$ cat config.mk
export PLATFORM = sky130hd
export DESIGN_NAME = commit_trace_buffer_flat
export DESIGN_NICKNAME = d
export VERILOG_FILES = /design/src/rtl/commit_trace_buffer_if.sv /design/src/rtl/commit_trace_buffer.sv /design/src/flat_wrapper.sv
export SDC_FILE = /design/constraint.sdc
export NUM_CORES = 1
export LEC_CHECK = 0
export CORE_UTILIZATION = 45
export DETAILED_ROUTE_END_ITERATION = 10
export GPL_TIMING_DRIVEN = 1
export PLACE_DENSITY = 0.64
export SLEW_MARGIN = 5
export SYNTH_ARGS = -nofsm -noshare
export SYNTH_HDL_FRONTEND = slang
export SYNTH_SLANG_ARGS = --single-unit
$ cat constraint.sdc
create_clock -name clk -period 21 [get_ports clk]
set_clock_uncertainty 0.15 [all_clocks]
set_input_delay 4.2 -clock clk [delete_from_list [all_inputs] [get_ports clk]]
set_output_delay 4.2 -clock clk [all_outputs]
set_load 0.01 [all_outputs]
$ cat src/rtl/commit_trace_buffer_if.sv
// Commit trace bundle: processor capture side, reader pop side and buffer status.
interface commit_trace_buffer_if #(
  parameter int DEPTH = 16
);
  localparam int CW = $clog2(DEPTH) + 1;

  logic          trace_valid;
  logic [31:0]   trace_pc;
  logic [31:0]   trace_result;
  logic          clear;
  logic          rd_en;
  logic          rd_valid;
  logic [31:0]   rd_pc;
  logic [31:0]   rd_result;
  logic          empty;
  logic          full;
  logic [CW-1:0] count;
  logic          overflow;
  logic [7:0]    drop_count;
  logic          halted;

  modport master (
    output trace_valid, trace_pc, trace_result, clear, rd_en,
    input  rd_valid, rd_pc, rd_result, empty, full, count, overflow, drop_count, halted
  );

  modport slave (
    input  trace_valid, trace_pc, trace_result, clear, rd_en,
    output rd_valid, rd_pc, rd_result, empty, full, count, overflow, drop_count, halted
  );
endinterface

$ cat src/rtl/commit_trace_buffer.sv
// Commit trace FIFO: 1-cycle read latency; full drops writes (sticky overflow, counted) unless a pop frees a slot.
// TRACE_HALT_DETECT_EN adds a CAPTURE/FROZEN halt detector that freezes capture after HALT_REPEAT identical PCs.
module commit_trace_buffer #(
  parameter int DEPTH       = 16,
  parameter int HALT_REPEAT = 4
) (
  input  logic                 clk,
  input  logic                 reset,
  commit_trace_buffer_if.slave bus
);
  localparam int AW = $clog2(DEPTH);
  localparam int CW = AW + 1;

  typedef struct packed {
    logic [31:0] pc;
    logic [31:0] result;
  } entry_t;

  entry_t        mem [DEPTH];
  logic [AW-1:0] wr_ptr;
  logic [AW-1:0] rd_ptr;
  logic [CW-1:0] occ;
  logic          rd_vld_q;
  logic [31:0]   rd_pc_q;
  logic [31:0]   rd_result_q;
  logic          overflow_q;
  logic [7:0]    drop_q;
  logic          halted_w;

  logic is_full;
  logic is_empty;
  logic rd_ok;
  logic wr_try;
  logic wr_ok;
  logic drop;

  assign is_full  = (occ == CW'(DEPTH));
  assign is_empty = (occ == '0);
  assign rd_ok    = bus.rd_en & ~bus.clear & ~is_empty;
  assign wr_try   = bus.trace_valid & ~bus.clear & ~halted_w;
  // A pop in the same cycle frees the slot, so a full FIFO still accepts the write.
  assign wr_ok    = wr_try & (~is_full | rd_ok);
  assign drop     = wr_try & is_full & ~rd_ok;

  always_ff @(posedge clk) begin
    if (wr_ok) mem[wr_ptr] <= '{pc: bus.trace_pc, result: bus.trace_result};
  end

  always_ff @(posedge clk or posedge reset) begin
    if (reset) begin
      wr_ptr      <= '0;
      rd_ptr      <= '0;
      occ         <= '0;
      rd_vld_q    <= 1'b0;
      rd_pc_q     <= '0;
      rd_result_q <= '0;
      overflow_q  <= 1'b0;
      drop_q      <= '0;
    end else if (bus.clear) begin
      wr_ptr     <= '0;
      rd_ptr     <= '0;
      occ        <= '0;
      rd_vld_q   <= 1'b0;
      overflow_q <= 1'b0;
      drop_q     <= '0;
    end else begin
      rd_vld_q <= rd_ok;
      if (wr_ok) wr_ptr <= wr_ptr + 1'b1;
      if (rd_ok) begin
        rd_ptr      <= rd_ptr + 1'b1;
        rd_pc_q     <= mem[rd_ptr].pc;
        rd_result_q <= mem[rd_ptr].result;
      end
      case ({wr_ok, rd_ok})
        2'b10:   occ <= occ + 1'b1;
        2'b01:   occ <= occ - 1'b1;
        default: occ <= occ;
      endcase
      if (drop) begin
        overflow_q <= 1'b1;
        if (drop_q != 8'hFF) drop_q <= drop_q + 1'b1;
      end
    end
  end

`ifdef TRACE_HALT_DETECT_EN
  localparam int RW = $clog2(HALT_REPEAT + 1);

  typedef enum logic {CAPTURE, FROZEN} state_t;

  state_t        state_q;
  state_t        state_d;
  logic [RW-1:0] rep_q;
  logic [RW-1:0] rep_nxt;
  logic [31:0]   last_pc_q;

  // rep_q == 0 means no PC has been accepted since reset/clear.
  assign rep_nxt = (rep_q != '0 && bus.trace_pc == last_pc_q) ? rep_q + 1'b1 : RW'(1);

  always_ff @(posedge clk or posedge reset) begin
    if (reset) begin
      state_q   <= CAPTURE;
      rep_q     <= '0;
      last_pc_q <= '0;
    end else if (bus.clear) begin
      state_q <= CAPTURE;
      rep_q   <= '0;
    end else begin
      state_q <= state_d;
      if (wr_ok) begin
        rep_q     <= rep_nxt;
        last_pc_q <= bus.trace_pc;
      end
    end
  end

  always_comb begin
    state_d = state_q;
    if (state_q == CAPTURE && wr_ok && rep_nxt == RW'(HALT_REPEAT)) state_d = FROZEN;
  end

  always_comb begin
    halted_w = (state_q == FROZEN);
  end
`else
  assign halted_w = 1'b0;
`endif

  assign bus.rd_valid   = rd_vld_q;
  assign bus.rd_pc      = rd_pc_q;
  assign bus.rd_result  = rd_result_q;
  assign bus.empty      = is_empty;
  assign bus.full       = is_full;
  assign bus.count      = occ;
  assign bus.overflow   = overflow_q;
  assign bus.drop_count = drop_q;
  assign bus.halted     = halted_w;
endmodule
$ cat src/flat_wrapper.sv
// flat-port wrapper written by rule: the top's interface ports become plain ports
module commit_trace_buffer_flat 
#(
  parameter int DEPTH       = 16,
  parameter int HALT_REPEAT = 4
)
  (clk, reset, bus_trace_valid, bus_trace_pc, bus_trace_result, bus_clear, bus_rd_en, bus_rd_valid, bus_rd_pc, bus_rd_result, bus_empty, bus_full, bus_count, bus_overflow, bus_drop_count, bus_halted);
  commit_trace_buffer_if #(.DEPTH(DEPTH)) bus_i ();
  input  logic clk;
  input  logic reset;
  input wire logic [$bits(bus_i.trace_valid)-1:0] bus_trace_valid;
  input wire logic [$bits(bus_i.trace_pc)-1:0] bus_trace_pc;
  input wire logic [$bits(bus_i.trace_result)-1:0] bus_trace_result;
  input wire logic [$bits(bus_i.clear)-1:0] bus_clear;
  input wire logic [$bits(bus_i.rd_en)-1:0] bus_rd_en;
  output wire logic [$bits(bus_i.rd_valid)-1:0] bus_rd_valid;
  output wire logic [$bits(bus_i.rd_pc)-1:0] bus_rd_pc;
  output wire logic [$bits(bus_i.rd_result)-1:0] bus_rd_result;
  output wire logic [$bits(bus_i.empty)-1:0] bus_empty;
  output wire logic [$bits(bus_i.full)-1:0] bus_full;
  output wire logic [$bits(bus_i.count)-1:0] bus_count;
  output wire logic [$bits(bus_i.overflow)-1:0] bus_overflow;
  output wire logic [$bits(bus_i.drop_count)-1:0] bus_drop_count;
  output wire logic [$bits(bus_i.halted)-1:0] bus_halted;
  assign bus_i.trace_valid = bus_trace_valid;
  assign bus_i.trace_pc = bus_trace_pc;
  assign bus_i.trace_result = bus_trace_result;
  assign bus_i.clear = bus_clear;
  assign bus_i.rd_en = bus_rd_en;
  assign bus_rd_valid = bus_i.rd_valid;
  assign bus_rd_pc = bus_i.rd_pc;
  assign bus_rd_result = bus_i.rd_result;
  assign bus_empty = bus_i.empty;
  assign bus_full = bus_i.full;
  assign bus_count = bus_i.count;
  assign bus_overflow = bus_i.overflow;
  assign bus_drop_count = bus_i.drop_count;
  assign bus_halted = bus_i.halted;
  commit_trace_buffer #(.DEPTH(DEPTH), .HALT_REPEAT(HALT_REPEAT)) u_core (.clk(clk), .reset(reset), .bus(bus_i));
endmodule
# == Word level (Yosys, flattened, before mapping) ==
# Memories as Yosys holds them, arrays and structs flattened. A register that Yosys moved wholly into a read port is not among the register bits.
# Cells that the tools add are included.
# W data, S select, Z words.
# op_classes
n_addsub,5
eq_ne,4
mux,14
bitwise,11
n_reduce_logical,8
# ops
op,n
$mux W8,3
$mux W4,4
$pmux W5 S2,1
$add A4 B1 Y4 const B,2
$add A8 B1 Y8 const B,1
$ne A8 B8 Y1 const B,1
$reduce_bool A2 Y1,4
$and A1 B1 Y1,6
$add A5 B1 Y5 const B,1
$eq A5 B5 Y1 const B,1
$logic_not A5 Y1,1
$mux W1,5
$mux W5,1
$sub A5 B1 Y5 const B,1
$not A1 Y1,4
$reduce_and A2 Y1,2
$reduce_bool A3 Y1,1
$eq A2 B1 Y1 const B,1
$eq A2 B2 Y1 const B,1
$or A1 B1 Y1,1
# word_totals
reg_bits,23
ramBits,1024
output_inout_bits,82
memories,1
# memory_table
name,words,width,rd,rd_clocked_by_memory_dff,write_ports,line,text
u_core.mem,16,64,1,1,1,commit_trace_buffer.sv:19,entry_t mem [DEPTH];

# == Depth between registers and ports, before layout ==
# Gate-level depths: netlist of the first run.
# depth
depth_word,8
depth_mapped,14
mapped_depth_nobuf,12

# == Least setup slack after synthesis of the first run ==
# No wires, ideal clock.
# synth_timing
path_kind,input -> register
from,input bus_rd_en
to,"memory u_core.mem[1][0] in the netlist's numbering, enable pin"
setup_time_ps,644
arrival_time_ps,10586
required_time_ps,20206
slack_ps,9620
path_stages,4
n_path_buf,0
path_cell_list,nor2b_1 nand2_1 nand2_1 nor4_1
# synth_between
elab_chain_cells,6
# synth_rtl
element,line,text
start: declaration,flat_wrapper.sv:15,input wire logic [$bits(bus_i.rd_en)-1:0] bus_rd_en;
$and A1 B1 Y1 (2 in a row),commit_trace_buffer.sv:39,assign rd_ok = bus.rd_en & ~bus.clear & ~is_empty;
$or A1 B1 Y1,commit_trace_buffer.sv:42,assign wr_ok = wr_try & (~is_full | rd_ok);
$and A1 B1 Y1,commit_trace_buffer.sv:42,
$mux W1,commit_trace_buffer.sv:46,"if (wr_ok) mem[wr_ptr] <= '{pc: bus.trace_pc, result: bus.trace_result};"
$mux W1 (not written as such),commit_trace_buffer.sv:46,
end: declaration,commit_trace_buffer.sv:19,
# No other way between the ends.

# == Worst setup path in the final report of the first run ==
# layout_timing
from,input bus_clear
to,register u_core.occ[4] (netlist: u_core.bus.count[4])
# layout_between
elab_chain_cells,8
# layout_rtl
element,line,text
start: declaration,flat_wrapper.sv:14,input wire logic [$bits(bus_i.clear)-1:0] bus_clear;
$not A1 Y1 (no line),--,
$and A1 B1 Y1 (2 in a row),commit_trace_buffer.sv:39,
$or A1 B1 Y1,commit_trace_buffer.sv:42,
$and A1 B1 Y1,commit_trace_buffer.sv:42,
$eq A2 B1 Y1 / $eq A2 B2 Y1 (equally long branches),commit_trace_buffer.sv:74,"case ({wr_ok, rd_ok})"
$pmux W5 S2,commit_trace_buffer.sv:74,
$mux W5,commit_trace_buffer.sv:59,end else if (bus.clear) begin
end signal: assignment,commit_trace_buffer.sv:75,2'b10: occ <= occ + 1'b1;
end signal: assignment,commit_trace_buffer.sv:76,2'b01: occ <= occ - 1'b1;
end: declaration,commit_trace_buffer.sv:22,logic [CW-1:0] occ;
# Parallel ways exist; a longest one is shown, timed or not.
# A chain may end at the register's enable or synchronous reset.

==> results of run 1 <==
state kept, by name, indices dropped and copies added, names as in the netlist:
name                   flops
u_core.bus.count           5
u_core.bus.drop_count      8
u_core.bus.overflow        1
u_core.bus.rd_pc          32
u_core.bus.rd_result      32
u_core.bus.rd_valid        1
u_core.mem              1024
u_core.rd_ptr              4
u_core.wr_ptr              4
Yosys cell counts, drive strengths merged, types with 4 or more instances:
cell type	instances
o21ai	6
nor3	5
nor2b	4
ha	9
or3	7
a21oi	135
nand2	12
dfrtp	87
mux2i	258
and2	8
mux4	128
clkbuf	67
inv	16
nor4	5
nor2	89
edfxtp	1024
nand3	10
buf	54
xnor2	7
a211oi	64
xor2	6
o22ai	128
critical path, stage by stage:
cell and delay [ns]:
sky130_fd_sc_hd__clkdlybuf4s50_1 1.02, sky130_fd_sc_hd__or3_4 0.52, sky130_fd_sc_hd__clkinv_2 0.56, sky130_fd_sc_hd__nand2b_1 0.31
sky130_fd_sc_hd__inv_1 0.11, sky130_fd_sc_hd__ha_1 0.34, sky130_fd_sc_hd__nand2b_1 0.10, sky130_fd_sc_hd__a21oi_1 0.12
sky130_fd_sc_hd__or4_1 0.41, sky130_fd_sc_hd__a21o_1 0.17, sky130_fd_sc_hd__a21oi_1 0.11
kinds of logic (layout without fill, tap and decap cells):
group           count (synthesis)  in the layout  share of synthesized area, %
xor+xnor                       13             13                        0.2711
other cells                     1              2                      0.008927
compound gates                340            340                         4.879
simple gates                  149            149                         1.629
mux                           387            387                         13.04
flops                        1111           1111                         78.39
buf+inv                       137            407                         1.471
fa+ha+maj                      10             10                        0.3157
metal layers:
layer / wire length, um / up-vias / global-route usage [%]
met5: 75 / - / 0
met4: 1846 / 12 / 5.334
met3: 4834 / 131 / 2.918
met2: 47660 / 575 / 34.11
met1: 39070 / 10957 / 26.71
li1: - / 9115 / -
power by group through the flow:
stage | sequential [mW] | clock (mW) | combinational (mW)
2_1_floorplan | 2.63 | 0 | 0.507
3_3_place_gp | 2.64 | 0 | 0.845
3_5_place_dp | 2.64 | 0 | 0.861
4_1_cts | 2.60 | 1.98 | 0.864
5_1_grt | 2.61 | 2.07 | 0.917
6_report | 2.60 | 1.95 | 0.848
final timing paths:
check | slack (ns) | end
setup reg to reg | 16.95 | u_core.bus.count[4]
max in group asynchronous | 15.47 | u_core.rd_ptr[0]
hold reg to reg | 0.35 | u_core.bus.overflow
hold / removal | 0.35 | u_core.bus.overflow
setup / recovery | 13.43 | u_core.bus.count[4]
min in group asynchronous | 3.96 | u_core.bus.rd_pc[6]
metrics by stage:
stage          utilization, %  power [mW]  hold slack (ns)  setup slack [ns]  instances
3_3_place_gp            48.78       3.488           0.3479             12.81       3456
2_1_floorplan               -       3.134           0.3788             9.620       2148
5_1_grt                 52.71       5.590           0.3805             13.24       3662
3_5_place_dp            48.78       3.506           0.3455             12.73       3456
6_report                52.71       5.393           0.3492             13.43       3662
4_1_cts                 52.71       5.448           0.3581             13.42       3661
cell type report:
class	count	area, um2
timing repair buffer	186	1794
inverter	16	63.81
antenna	1	2.502
clock buffer	143	2935
clock inverter	62	679.4
multi-input combinational	900	8572
fill	7172	43540
sequential	1111	32930
tap	1243	1555
cell usage in the layout (no fill, tap or decap), types with 3 or more instances in the layout:
master                            count
sky130_fd_sc_hd__a211oi_1            64
sky130_fd_sc_hd__a21oi_1            135
sky130_fd_sc_hd__and2_4               8
sky130_fd_sc_hd__buf_4               35
sky130_fd_sc_hd__bufinv_16           13
sky130_fd_sc_hd__clkbuf_1            26
sky130_fd_sc_hd__clkbuf_16          109
sky130_fd_sc_hd__clkbuf_8             8
sky130_fd_sc_hd__clkdlybuf4s50_1    149
sky130_fd_sc_hd__clkinv_1            13
sky130_fd_sc_hd__clkinv_2            26
sky130_fd_sc_hd__clkinv_8             3
sky130_fd_sc_hd__clkinvlp_4           3
sky130_fd_sc_hd__dfrtp_1             85
sky130_fd_sc_hd__edfxtp_1          1024
sky130_fd_sc_hd__ha_1                 9
sky130_fd_sc_hd__inv_1               14
sky130_fd_sc_hd__inv_6                3
sky130_fd_sc_hd__mux2i_1            258
sky130_fd_sc_hd__mux4_2             128
sky130_fd_sc_hd__nand2_1             11
sky130_fd_sc_hd__nand3_1              9
sky130_fd_sc_hd__nor2_1              84
sky130_fd_sc_hd__nor2_4               5
sky130_fd_sc_hd__nor3_1               5
sky130_fd_sc_hd__nor4_2               5
sky130_fd_sc_hd__o21ai_0              6
sky130_fd_sc_hd__o22ai_1            128
sky130_fd_sc_hd__or3_1                5
sky130_fd_sc_hd__xnor2_1              7
sky130_fd_sc_hd__xor2_1               6
==> summary.md, run 1 <==
| Metric | Value |
|---|---|
| Worst setup path category | `primary input to flip-flop` |
| Via total after detailed routing | `20790` |
| Leading post-synthesis cells by cell area | `sky130_fd_sc_hd__edfxtp_1 73%, sky130_fd_sc_hd__mux4_2 6.9%, sky130_fd_sc_hd__mux2i_1 6.1%` |
| Internal | `4.049 mW` |
| Post-synthesis cell area | `0.04201 mm2` |
| Die area | `0.09457 mm2` |
| Total global routing track utilization | `19.92%` |
| Final global-route overflow total | `0` |
| Top-Level Pins | `151` |
| Largest net degree at the start of global routing | `146` |
| Number of flip-flops and latches in the synthesized netlist | `1111` |
| Ratio of routed vias to standard cells | `5.677` |
| Required time of the worst setup path | `21.41 ns` |
| HPWL reported at the end of detailed placement | `49120 um` |
| Number of cells traversed by the worst register-to-register path | `12` |
| Fraction of layout cells with a size suffix above 1 | `15.01%` |
| Vias in the first global route | `21762` |
| Setup repair after global routing missed its margin | `no` |
| Standard cell area after detailed placement | `0.04492 mm2` |
| Net Sw Power | `1.344 mW` |
| Maximum achievable frequency | `132.0 MHz` |
| Vertical die dimension | `307.5 um` |
| Count of flip-flops with a built-in enable after synthesis | `1024` |
| Longest Clk Path Bufs | `3` |
| Initial standard-cell utilization of the core | `45.62%` |
| Predominant post-synthesis flop cell | `sky130_fd_sc_hd__edfxtp_1` |
| Leakage power total | `14.94 nW` |
| Relative max-transition margin | `29.42%` |
| Data arrival time of the worst path | `7.99 ns` |
| Syn_nets | `2227` |
| Worst-case vdd ir drop | `0.06555 mV` |
| Share of Yosys cell area claimed by the top area cell type | `73.20%` |
| Placeable core region | `0.09208 mm2` |
| Switch share | `24.93%` |
| Critical Path Source | `bus_clear` |
| CTS clk-pin slew, worst paths | `0.06 ns` |
| Number of hold-repair buffers added at the cts stage | `0` |
| Largest area contributor in the netlist | `sky130_fd_sc_hd__edfxtp_1` |
| Worst skew pair latency | `0.66 ns` |
| Final period utilization | `36.07%` |
| Cell depth of the worst hold path | `2` |
| Reg-to-Reg Start | `u_core.bus.count[1]` |
| Count of TritonRoute iterations in the first routing pass | `5` |
| Run status | `finished clean` |
| Post-synthesis sequential area ratio | `78.39%` |
| Combinational power share | `15.7%` |
| # H-tree levels | `3` |
| Async S/R FF share, synth | `7.831%` |
| Wire length of the first global-routing pass | `139200 um` |
| Post-CTS Setup Inserts | `0` |
| Portion of total power attributed to sequential cells | `48.1%` |
| Hold wc startpoint | `u_core.bus.overflow` |
| Synthesized area per cell | `19.56 um2` |
| Number of antenna violations at the first check in global routing | `8` |
| Worst-path fanout max | `25` |
| Number of DRC markers in iteration 0 | `1641` |
| YS warnings | `0` |
| Number of max-capacitance violations reported | `0` |
| Drt total wl | `93490 um` |
| Final count of negative-setup-slack endpoints | `0` |
| Number of resized instances in the post-cts repair step | `0` |
| Antenna Violating Nets Remaining | `0` |
| Capturing element type of the critical path | `flip-flop` |
| CTS tree | `done` |
| Placer Congestion | `0.7610` |
| Number of pins exceeding their max-slew limit in the final report | `0` |
| PwrDens | `111.1 mW/mm2` |
| Least-Margin Pin Slew | `1.059 ns` |
| Post-Layout Inst Area | `0.04854 mm2` |
| Final TNS setup | `0 ns` |
| Hold violation total from the final report | `0` |
| Total of buffers placed on input and output ports | `149` |
| Share of power burned in the clock network | `36.1%` |
| Post-synth cell types | `43` |
| Synthesized instance count | `2148` |
| Num Clock Sinks | `1111` |
| DRC Markers | `0` |
| CP Launch Type | `primary input` |
| Number of standard-cell rows in the floorplan | `111` |
| Wirelength per Cell | `25.53 um` |
| Final net count | `2403` |
| Area added between synthesis and finish | `15.55%` |
| Path class of the lowest-slack min-delay path | `flip-flop to flip-flop` |
| Root Buffer | `sky130_fd_sc_hd__clkbuf_16` |
| CTS buffer count | `109` |
| Die X | `307.5 um` |
| Shortest clock period the worst path allows after layout | `7.575 ns` |
Power figures use the tool's default switching activity.
==> inputs of run 2 (changes only) <==
clock period = 7.7 ns   (was 21 ns; I/O delays follow)
==> summary.md, run 2 (synthesis gave the netlist of run 1 again) <==
| Metric | Value |
|---|---|
| Capturing element type of the critical path | `flip-flop` |
| Worst-path fanout max | `43 (+72%)` |
| Total power after layout | `14.91 mW (+180%)` |
| Number of standard-cell rows in the floorplan | `111 (unchanged)` |
| Cell-by-cell trace of the critical path | `clkdlybuf4s50_1, nor2b_1, nand2_1, nor3b_1, and2_4, buf_4` |
| Worst setup slack for register-to-register paths | `4.04 ns (-12.91 ns)` |
| Shortest clock period the worst path allows after layout | `4.633 ns` |
| CTS clk-pin slew, worst paths | `0.06 ns (about the same)` |
| Placer Congestion | `0.7537 (-0.96%)` |
| Path class of the lowest-slack min-delay path | `flip-flop to flip-flop` |
| Die area | `0.09457 mm2 (unchanged)` |
| HPWL reported at the end of detailed placement | `49070 um (about the same)` |
| Total global routing track utilization | `19.63% (-0.29 points)` |
| Vias in the first global route | `21708 (-0.25%)` |
| Die X | `307.5 um (unchanged)` |
| Worst-case vdd ir drop | `0.1862 mV (+180%)` |
| Data arrival time of the worst path | `4.80 ns (-3.19 ns)` |
| Final net count | `2404 (+0.042%)` |
| Placeable core region | `0.09208 mm2 (unchanged)` |
| DR WL met2 | `47120 um (-1.1%)` |
| Worst setup path category | `primary input to flip-flop` |
| Number of max-capacitance violations reported | `0 (unchanged)` |
| Num Clock Sinks | `1111 (unchanged)` |
| Setup crit end | `u_core.mem[9][6]` |
| Critical Path Source | `bus_clear` |
| Maximum achievable frequency | `215.8 MHz` |
| Hold wc startpoint | `u_core.bus.overflow` |
| CP Launch Type | `primary input` |
| Final period utilization | `60.17%` |
| Register with the most flip-flops | `u_core.mem` |
| Vertical die dimension | `307.5 um (unchanged)` |
| Flip-flop count of the largest register after layout | `1024 (unchanged)` |
| Count of TritonRoute iterations in the first routing pass | `5 (unchanged)` |
| CTS tree | `done` |
| Met3 routed wirelength | `4188 um (-13%)` |
| Fill cell count | `7110 (-0.86%)` |
| Number of cells traversed by the worst register-to-register path | `5 (-7)` |
| Setup repair after global routing missed its margin | `no` |
| Number of pins exceeding their max-slew limit in the final report | `0 (unchanged)` |
| Run status | `finished clean` |
| Number of resized instances in the post-cts repair step | `0 (unchanged)` |
| Leakage power total | `15.04 nW (+0.63%)` |
| Worst reg2reg path endpoint | `u_core.bus.rd_pc[30]` |
| Ratio of routed vias to standard cells | `5.667 (-0.18%)` |
| Relative max-transition margin | `22.85% (-6.6 points)` |
| Final global-route overflow total | `0 (unchanged)` |
| Critical-path cell with the highest stage delay | `sky130_fd_sc_hd__clkdlybuf4s50_1` |
| Least-Margin Pin Slew | `1.157 ns (+0.09864 ns)` |
| Number of antenna violations at the first check in global routing | `2 (-6)` |
| Number of DRC markers in iteration 0 | `1834 (+12%)` |
| PwrDens | `306.0 mW/mm2 (+180%)` |
| Fraction of layout cells with a size suffix above 1 | `15.12% (+0.11 points)` |
| Area added between synthesis and finish | `16.04%` |
| Number of hold-repair buffers added at the cts stage | `0 (unchanged)` |
| Wirelength per Cell | `25.05 um (-1.9%)` |
| Worst path bufs/invs | `2 (-1)` |
| Top-Level Pins | `151 (unchanged)` |
| Root Buffer | `sky130_fd_sc_hd__clkbuf_16` |
| Wire length of the first global-routing pass | `137700 um (-1.1%)` |
| Initial standard-cell utilization of the core | `45.62% (unchanged)` |
| Via total after detailed routing | `20763 (-0.13%)` |
| Final count of negative-setup-slack endpoints | `0 (unchanged)` |
| DRC Markers | `0 (unchanged)` |
| Longest Clk Path Bufs | `3 (unchanged)` |
| Met1 Wirelength | `38670 um (-1.0%)` |
| Worst skew pair latency | `0.67 ns (about the same)` |
| Delay of the slowest cell on the worst path | `0.85 ns (-0.17 ns)` |
| Largest net degree at the start of global routing | `118 (-19%)` |
| Total number of cells along the worst setup path | `6 (-5)` |
| Worst hold slack | `0.3679 ns (+0.01869 ns)` |
| Highest Signal Layer | `met5` |
| Required time of the worst setup path | `7.87 ns (-13.54 ns)` |
| Critical path's top delay family | `simple AND/OR/NAND/NOR gates` |
| # H-tree levels | `3 (unchanged)` |
| Antenna Violating Nets Remaining | `0 (unchanged)` |
| Commonest non-fill, non-tap cell in the layout | `sky130_fd_sc_hd__edfxtp_1` |
| Reg-to-Reg Start | `u_core.rd_ptr[0]` |
| Post-CTS Setup Inserts | `0 (unchanged)` |
| Top library cells by usage in the layout, fill and taps aside | `1024 x sky130_fd_sc_hd__edfxtp_1, 258 x sky130_fd_sc_hd__mux2i_1, 149 x sky130_fd_sc_hd__clkdlybuf4s50_1, 135 x sky130_fd_sc_hd__a21oi_1` |
| Drt total wl | `91800 um (-1.8%)` |
| CTS buffer count | `109 (unchanged)` |
| Hold violation total from the final report | `0 (unchanged)` |
| Total of buffers placed on input and output ports | `149 (unchanged)` |
==> run 2: cell count changes in the layout (fill, tap and decap cells not counted), sizes merged <==
cell,change
inv,+2
buf,+1
clkbuf,+5
bufinv,+4
clkinv,-10
==> run 2: cell type report <==
cell class	count	area (um2)	area share, %
Sequential cell	1111	32930	67.57
Inverter	16	63.81	0.1309
Tap cell	1243	1555	3.191
Clock buffer	148	3068	6.294
Timing Repair Buffer	187	1802	3.696
Clock inverter	58	744.5	1.527
Antenna cell	1	2.502	0.005134
Multi-Input combinational cell	900	8572	17.59
==> run 2: layer usage <==
metal | track usage, % | up-vias
met5 | 0 | -
met1 | 26.16 | 10999
li1 | - | 9091
met2 | 34.21 | 550
met3 | 2.601 | 121
met4 | 4.802 | 2
==> run 2: worst min-delay path by stage <==
stage                                         end  slack, ns  depth (start not counted)
after global routing      u_core.bus.rd_result[5]       0.40                          2
after CTS                     u_core.bus.overflow       0.37                          2
final                         u_core.bus.overflow       0.37                          2
after global placement        u_core.bus.overflow       0.35                          2
after floorplan               u_core.bus.overflow       0.38                          2
after detailed placement      u_core.bus.overflow       0.36                          2
==> run 2: power breakdown <==
part,switching [mW],leakage [nW],internal [mW]
registers,0.221,10.2,6.84
logic,1.22,2.93,1.08
clock network,2.20,1.86,3.36
total,3.64,15.0,11.3
==> run 2: stage by stage <==
stage,setup TNS [ns],instances,area [um2],utilization (%),worst slack [ns]
floorplan,-261.00,2148,42010,-,-1.020
global placement,0,3457,44930,48.79,2.503
detailed placement,0,3457,44930,48.79,2.357
CTS,0,3663,48740,52.93,3.045
global route,0,3664,48740,52.93,2.776
finish,0,3664,48740,52.93,3.067
==> run 2: worst min-delay path: stages, from the launching register on <==
cell                      delay (ns)
sky130_fd_sc_hd__dfrtp_1        0.36
sky130_fd_sc_hd__a31oi_1        0.05
sky130_fd_sc_hd__nor2_1         0.07
==> inputs of run 3 (changes only) <==
clock period = 4.6 ns   (was 7.7 ns; I/O delays follow)
==> summary.md, run 3 (synthesis gave the netlist of run 1 again) <==
| Metric | Value |
|---|---|
| Ratio of routed vias to standard cells | `5.697 (+0.53%)` |
| Vias in the first global route | `22030 (+1.5%)` |
| Data arrival time of the worst path | `2.40 ns (-2.40 ns)` |
| Number of hold-repair buffers added at the cts stage | `0 (unchanged)` |
| Root Buffer | `sky130_fd_sc_hd__clkbuf_16` |
| Worst hold slack | `0.3710 ns (+0.003087 ns)` |
| Area added between synthesis and finish | `16.93%` |
| Flip-flop count of the largest register after layout | `1024 (unchanged)` |
| Placeable core region | `0.09208 mm2 (unchanged)` |
| Relative max-transition margin | `21.54% (-1.3 points)` |
| Cell depth of the worst hold path | `2 (unchanged)` |
| Final cell count without fillers | `3685 (+0.57%)` |
| Worst-case vdd ir drop | `0.2998 mV (+61%)` |
| Wirelength per Cell | `25.65 um (+2.4%)` |
| Register with the most flip-flops | `u_core.mem` |
| Final net count | `2422 (+0.75%)` |
| Count of TritonRoute iterations in the first routing pass | `5 (unchanged)` |
| Reg-to-Reg Start | `u_core.bus.count[0]` |
| Total global routing track utilization | `20.37% (+0.73 points)` |
| Worst skew pair latency | `0.68 ns (about the same)` |
| Commonest non-fill, non-tap cell in the layout | `sky130_fd_sc_hd__edfxtp_1` |
| Number of cells traversed by the worst register-to-register path | `12 (+7)` |
| Antenna Violating Nets Remaining | `0 (unchanged)` |
| Standard cell area after detailed placement | `0.04542 mm2 (+1.1%)` |
| Least-Margin Pin Slew | `1.177 ns (+0.01955 ns)` |
| DRC Markers | `0 (unchanged)` |
| Worst setup path category | `flip-flop to output port` |
| Top-Level Pins | `151 (unchanged)` |
| Post-Layout Inst Area | `0.04912 mm2 (+0.77%)` |
| Initial standard-cell utilization of the core | `45.62% (unchanged)` |
| Final TNS setup | `0 ns (unchanged)` |
| Run status | `finished clean` |
| Number of max-capacitance violations reported | `0 (unchanged)` |
| Post-CTS Setup Inserts | `0 (unchanged)` |
| Placer Congestion | `0.8176 (+8.5%)` |
| Final global-route overflow total | `0 (unchanged)` |
| Post-layout utilization of the core | `53.34% (+0.41 points)` |
| Die X | `307.5 um (unchanged)` |
| Hold wc startpoint | `u_core.bus.overflow` |
| Number of pins exceeding their max-slew limit in the final report | `0 (unchanged)` |
| Fraction of layout cells with a size suffix above 1 | `15.20% (+0.081 points)` |
| Number of DRC markers in iteration 0 | `1869 (+1.9%)` |
| Path class of the lowest-slack min-delay path | `flip-flop to flip-flop` |
| Final period utilization | `75.39%` |
| Vertical die dimension | `307.5 um (unchanged)` |
| Leakage power total | `15.14 nW (+0.67%)` |
| PwrDens | `505.8 mW/mm2 (+65%)` |
| Worst reg2reg path endpoint | `u_core.bus.count[4]` |
| CP Launch Type | `flip-flop` |
| Placed cell count | `3475 (+0.52%)` |
| Number of antenna violations at the first check in global routing | `5 (+3)` |
| Final count of negative-setup-slack endpoints | `0 (unchanged)` |
| Largest net degree at the start of global routing | `79 (-33%)` |
| CTS tree | `done` |
| CTS clk-pin slew, worst paths | `0.06 ns (about the same)` |
| CTS buffer count | `109 (unchanged)` |
| # H-tree levels | `3 (unchanged)` |
| Num Clock Sinks | `1111 (unchanged)` |
| Wire length of the first global-routing pass | `142700 um (+3.6%)` |
| HPWL reported at the end of detailed placement | `52380 um (+6.7%)` |
| Shortest clock period the worst path allows after layout | `3.468 ns` |
| Top library cells by usage in the layout, fill and taps aside | `1024 x sky130_fd_sc_hd__edfxtp_1, 258 x sky130_fd_sc_hd__mux2i_1, 149 x sky130_fd_sc_hd__clkdlybuf4s50_1, 135 x sky130_fd_sc_hd__a21oi_1` |
| Drt total wl | `94510 um (+2.9%)` |
| Hold violation total from the final report | `0 (unchanged)` |
| Via total after detailed routing | `20993 (+1.1%)` |
| Total of buffers placed on input and output ports | `149 (unchanged)` |
| Number of standard-cell rows in the floorplan | `111 (unchanged)` |
| Number of resized instances in the post-cts repair step | `0 (unchanged)` |
| Worst hold path endpoint | `u_core.bus.overflow` |
| Required time of the worst setup path | `3.53 ns (-4.34 ns)` |
| Worst-path fanout max | `6 (-86%)` |
| Worst setup slack for register-to-register paths | `1.26 ns (-2.78 ns)` |
| Maximum achievable frequency | `288.4 MHz` |
| Die area | `0.09457 mm2 (unchanged)` |
| Longest Clk Path Bufs | `3 (unchanged)` |
| Setup repair after global routing missed its margin | `no` |
| Capturing element type of the critical path | `output port` |
run 3: area by class of cell:
| class | count | area (um2) |
|---|---|---|
| clock inverters | 61 | 738.2 |
| clock buffers | 147 | 2950 |
| flip-flops and latches | 1111 | 32930 |
| inverters | 16 | 63.81 |
| well taps | 1243 | 1555 |
| multi-input cells | 900 | 8607 |
| fillers | 7083 | 42960 |
| diodes | 2 | 5.005 |
| repair buffers | 205 | 2262 |
run 3: layer usage:
layer  GRT usage (%)  part of all wire, %  vias up
li1                -                    -     9139
met1           27.26                   41    11019
met2           34.38                   51      688
met3           3.427                  5.6      141
met4           5.878                  2.2        6
met5               0                0.042        -
run 3: worst max-delay path by stage:
stage,start,end,slack [ns],cells after the start
after CTS,u_core.bus.count[1],bus_empty,1.08,3
after detailed placement,bus_rd_en,u_core.mem[8][50],0.52,7
after global routing,bus_rd_en,u_core.mem[8][47],1.00,7
after global placement,bus_rd_en,u_core.mem[8][50],0.64,7
after floorplan,bus_rd_en,u_core.mem[0][0],-0.84,4
final,u_core.bus.count[0],bus_empty,1.13,3
run 3: through the flow:
step           worst slack, ns  power (mW)
6_report                 1.132       24.84
5_1_grt                  1.001       25.73
4_1_cts                  1.084       25.09
3_5_place_dp            0.5243       16.05
3_3_place_gp            0.6419       15.97
2_1_floorplan          -0.8361       14.30
run 3: power breakdown:
group          internal, mW  leakage, nW  switching, mW
clock                  5.35         1.79           3.72
sequential             11.4         10.2          0.425
combinational          1.83         3.10           2.07
total                  18.6         15.1           6.21
run 3: critical path, stage by stage (launching register included):
cell,delay [ns]
sky130_fd_sc_hd__dfrtp_1,0.44
sky130_fd_sc_hd__or4_4,0.59
sky130_fd_sc_hd__nor2_4,0.13
sky130_fd_sc_hd__clkdlybuf4s50_1,0.56
